===== config.mk =====
export PLATFORM = sky130hd
export DESIGN_NAME = dcache_wb_axi_master
export DESIGN_NICKNAME = d
export VERILOG_FILES = /design/src/rtl/core_config.sv /design/src/rtl/dcache_wb_axi_master.sv
export SDC_FILE = /design/constraint.sdc
export NUM_CORES = 1
export LEC_CHECK = 0
export CORE_MARGIN = 4
export CORE_UTILIZATION = 35
export DETAILED_ROUTE_END_ITERATION = 10
export PLACE_DENSITY = 0.74
export SKIP_LAST_GASP = 1
export SYNTH_ARGS = -nofsm -noshare
export SYNTH_HDL_FRONTEND = slang
export SYNTH_SLANG_ARGS = --single-unit

===== constraint.sdc =====
create_clock -name clk -period 4.2 [get_ports clk]
set_input_delay 0.63 -clock clk [delete_from_list [all_inputs] [get_ports clk]]
set_output_delay 0.63 -clock clk [all_outputs]
set_load 0.02 [all_outputs]

===== src/rtl/core_config.sv =====
// Shared encodings for the data-cache write-back AXI master: FSM states and AXI burst/response codes.
package core_config;

  typedef enum logic [1:0] {
    WB_IDLE = 2'd0,
    WB_ADDR = 2'd1,
    WB_DATA = 2'd2,
    WB_RESP = 2'd3
  } wb_state_e;

  localparam logic [1:0] AXI_BURST_INCR = 2'b01;
  localparam logic [1:0] AXI_RESP_OKAY  = 2'b00;

endpackage


===== src/rtl/dcache_wb_axi_master.sv =====
// Drains one cache line per request as a single INCR burst on AXI AW/W/B.
// Optional macro DCACHE_WB_BRESP_CHECK_EN enables the sticky write-error flag err_o.
module dcache_wb_axi_master
  import core_config::*;
#(
  parameter int DCACHE_WIDTH   = 128,
  parameter int AXI_DATA_WIDTH = 32,
  parameter int AXI_ID         = 1
) (
  input  logic                        clk,
  input  logic                        rst_n,
  input  logic                        wen_i,
  input  logic [DCACHE_WIDTH-1:0]     wdata_i,
  input  logic [31:0]                 awaddr_i,
  output logic                        free_o,
  output logic [3:0]                  awid,
  output logic [31:0]                 awaddr,
  output logic [7:0]                  awlen,
  output logic [2:0]                  awsize,
  output logic [1:0]                  awburst,
  output logic                        awvalid,
  input  logic                        awready,
  output logic [AXI_DATA_WIDTH-1:0]   wdata,
  output logic [AXI_DATA_WIDTH/8-1:0] wstrb,
  output logic                        wlast,
  output logic                        wvalid,
  input  logic                        wready,
  input  logic [3:0]                  bid,
  input  logic [1:0]                  bresp,
  input  logic                        bvalid,
  output logic                        bready,
  output logic                        err_o
);

  localparam int BEATS = DCACHE_WIDTH / AXI_DATA_WIDTH;
  localparam int CNT_W = (BEATS > 1) ? $clog2(BEATS) : 1;
  localparam logic [CNT_W-1:0] LAST_BEAT = CNT_W'(BEATS - 1);

  wb_state_e                 state_q, state_d;
  logic [CNT_W-1:0]          cnt_q, cnt_d;
  logic [DCACHE_WIDTH-1:0]   line_q, line_d;
  logic [31:0]               addr_q, addr_d;

  always_ff @(posedge clk or negedge rst_n) begin
    if (!rst_n) begin
      state_q <= WB_IDLE;
      cnt_q   <= '0;
      line_q  <= '0;
      addr_q  <= '0;
    end else begin
      state_q <= state_d;
      cnt_q   <= cnt_d;
      line_q  <= line_d;
      addr_q  <= addr_d;
    end
  end

  always_comb begin
    state_d = state_q;
    cnt_d   = cnt_q;
    line_d  = line_q;
    addr_d  = addr_q;
    case (state_q)
      WB_IDLE: begin
        if (wen_i) begin
          line_d  = wdata_i;
          addr_d  = {awaddr_i[31:4], 4'h0};
          cnt_d   = '0;
          state_d = WB_ADDR;
        end
      end
      WB_ADDR: begin
        if (awready) state_d = WB_DATA;
      end
      WB_DATA: begin
        if (wready) begin
          // Counter wraps to zero on the last beat, leaving it ready for the next line.
          cnt_d = (cnt_q == LAST_BEAT) ? '0 : cnt_q + 1'b1;
          if (cnt_q == LAST_BEAT) state_d = WB_RESP;
        end
      end
      WB_RESP: begin
        if (bvalid) state_d = WB_IDLE;
      end
      default: state_d = WB_IDLE;
    endcase
  end

  assign free_o  = (state_q == WB_IDLE);
  assign awvalid = (state_q == WB_ADDR);
  assign wvalid  = (state_q == WB_DATA);
  assign bready  = (state_q == WB_RESP);

  assign awid    = 4'(AXI_ID);
  assign awaddr  = addr_q;
  assign awlen   = 8'(BEATS - 1);
  assign awsize  = 3'($clog2(AXI_DATA_WIDTH / 8));
  assign awburst = AXI_BURST_INCR;

  assign wdata   = line_q[int'(cnt_q) * AXI_DATA_WIDTH +: AXI_DATA_WIDTH];
  assign wstrb   = '1;
  assign wlast   = wvalid && (cnt_q == LAST_BEAT);

`ifdef DCACHE_WB_BRESP_CHECK_EN
  logic err_q, err_d;

  assign err_d = err_q | (bvalid && bready && ((bresp != AXI_RESP_OKAY) || (bid != 4'(AXI_ID))));

  always_ff @(posedge clk or negedge rst_n) begin
    if (!rst_n) err_q <= 1'b0;
    else        err_q <= err_d;
  end

  assign err_o = err_q;

  logic unused_addr_lsb;
  assign unused_addr_lsb = ^awaddr_i[3:0];
`else
  assign err_o = 1'b0;

  logic unused_resp;
  assign unused_resp = ^{bid, bresp, awaddr_i[3:0]};
`endif

endmodule


==> reports/metrics.csv <==
stage;metric;value;unit
synthesis;main flop type after synthesis;dfrtp_1;
pwr;Tot Pwr;0.00838;W
worst_setup_path;Critical Path Source;cnt_q[0];
synthesis;Yosys cell types;23;
floorplanning;initial core utilization;35.7;%
cts;Sink Count;160;
cts;hold-fix buffers at CTS;0;
timing;RSZ-0062 raised after global routing;false;
grt;largest net degree at the start of global routing;89;
synthesis;Post-synth EDFFs;0;
grt;antenna violations before repair;0;
floorplanning;DIE HEIGHT;158;um
grt;first-pass GRT wire length;27100;um
routing;drt initial violations;133;
synthesis;Syn Std Cell Area;7820;um^2
grt;grt met1 use;17.2;%
synthesis;average cell area after synthesis;18.4;um^2
finish;area grow syn2layout;35.9;%
placed_design;IO Port Bufs;226;
synthesis;Syn Inst Count;424;
synthesis;Synth Register Bits;160;
timing;crit path time final;3280;ps
worst_setup_path;r2r worst-path depth;5;
cts;root buffer cell;clkbuf_16;
synthesis;synth warn;0;
worst_setup_path;WP data required;3570;ps
grt;GRT Residual Overflow;0;
timing;final setup violation count;0;
synthesis;top cells by area, synth;dfrtp_1 (51%), mux2_4 (27%), mux4_1 (7.4%), mux4_2 (2.9%), buf_12 (2.8%);
timing;fmax;305;MHz
grt;GR Util met2;23.4;%
timing;worst slew pin tran;949;ps
placed_design;Post-DP HPWL;12300;um
timing;Hold Slack;216;ps
timing;Final period util;78.1;%
finish;Layout fillers;1851;
timing;Clock Skew;9.72;ps
routing;vias per cell;4.63;
routing;per-cell routed wire length;18.7;um
synthesis;area share of the largest cell type after synthesis;51.2;%
routing;Post-Route WL;17600;um
pwr;Leak;4.87;nW
worst_setup_path;Worst R2R End;line_q[92];
worst_setup_path;Crit. End Element;output pin;
placed_design;Final GP Congestion;0.764;
synthesis;most frequent cell after synthesis;dfrtp_1;
cts;Skew-Pair Late Insertion Delay;410;ps
floorplanning;core box area;21900;um^2
cts;TritonCTS clock tree;done;
outcome;outcome;finished clean;
cts;TritonCTS buffer count;17;
finish;Nets;824;
timing;setup_tns;0;ps
routing;1st-pass router iterations;4;
pwr;pwr dens;788;nW/um^2
floorplanning;row count;54;
pwr;Max IR drop VDD;0.344;mV
cts;# H-tree levels;4;
worst_setup_path;r2r setup slk;1920;ps
finish;layout cells sized above 1;31.7;%
worst_setup_path;critical path startpoint category;flip-flop;
floorplanning;Die W;158;um
grt;gr usage total;14.1;%
synthesis;asr flop ratio synth;100;%
cts;Worst-path clk slew;70;ps
hold_path;worst hold path class;input port to asynchronous set/reset pin;
floorplanning;die area;24800;um^2
synthesis;post-synthesis sequential area ratio;51.2;%
cts;Clock Tree Buf Depth;2;
grt;busiest layer in global routing;met2;
timing;Final Hold Viols;0;
cts;PostCTS Resize Cnt;0;
grt;vias in the first global route;4933;
floorplanning;I/O Pins;263;
grt;GR Layer Usage met3;5.22;%
run;max-cap violation count;0;
cts;Post-CTS Setup Inserts;0;
synthesis;largest area contributor in the netlist;dfrtp_1;
routing;DRC viols;0;
worst_setup_path;critical path class;flip-flop to output pin;
timing;Slew headroom;36.7;%
worst_setup_path;Crit Path Max Fanout;20;
synthesis;synth cell count leaders;dfrtp_1 (160), mux2_4 (140), buf_4 (26);
finish;Antenna Diode Count;0;
routing;Vias;4353;
timing;fin. max-slew vios;0;
worst_setup_path;CP arrival;2650;ps
routing;Routed Antenna Nets;0;
worst_setup_path;worst reg2reg startpoint;state_q[0];
-- worst max-delay path, stage by stage (launching register included) --
cell and delay [ps]:
dfrtp_2 780, buf_12 270, mux4_1 580, clkdlybuf4s50_1 600
-- flip-flops by register name, indices dropped and copies added (netlist names) --
register,cells
line_q,128
awaddr,28
cnt_q,2
state_q,2
-- per-layer routing --
layer / wire length, um / vias up
li1: - / 1953
met1: 7190 / 2213
met2: 8740 / 163
met3: 1370 / 24
met4: 281 / 0
met5: 0 / -
-- cell families after synthesis --
group / synth area share, %
mux: 39.6
flops: 51.2
buf+inv: 7.20
compound gates: 0.688
fa+ha+maj: 0.800
simple gates: 0.448
other cells: 0.0960
-- placed cells by master (no fill, tap or decap), types with 2 or more instances in the layout --
cell type        count
clkdlybuf4s50_1    225
mux4_1              22
mux2_4             140
mux4_2              10
mux2_2              17
buf_12               4
conb_1              26
inv_6                5
ha_1                 5
clkinvlp_4           4
clkbuf_16           17
a32o_1               2
dfrtp_1            158
inv_1                6
dfrtp_2              2
clkinv_2             3
-- per-stage QoR --
stage	util [%]	worst slack (ps)	std cells	cell area, um^2
2_1_floorplan	-	2270	448	7910
3_3_place_gp	46.1	1270	908	10100
3_5_place_dp	46.1	1270	908	10100
4_1_cts	48.6	812	940	10600
5_1_grt	48.6	756	940	10600
6_report	48.6	920	940	10600
-- power breakdown --
group / switching [W] / internal (W)
logic: 0.00152 / 0.00256
registers: 0.000524 / 0.00234
clock network: 0.000663 / 0.000783
total: 0.00270 / 0.00568
-- worst max-delay path by stage --
| stage | endpoint | slack, ps | cells after the start |
|---|---|---|---|
| after floorplan | wdata[23] | 2270 | 3 |
| after global placement | wdata[15] | 1270 | 3 |
| after detailed placement | wdata[15] | 1270 | 3 |
| after CTS | wdata[15] | 810 | 3 |
| after global routing | wdata[15] | 760 | 3 |
| final | wdata[15] | 920 | 3 |
-- layout make-up --
cell class	instances	area, um^2	share of cell area [%]
clock buffer	19	443	4.17
clock inverter	13	100	0.941
inverter	6	22.5	0.212
multi-input combinational	231	3360	31.6
sequential	160	4010	37.7
tap	280	350	3.29
timing repair buffer	231	2350	22.1
Power figures use the tool's default switching activity.
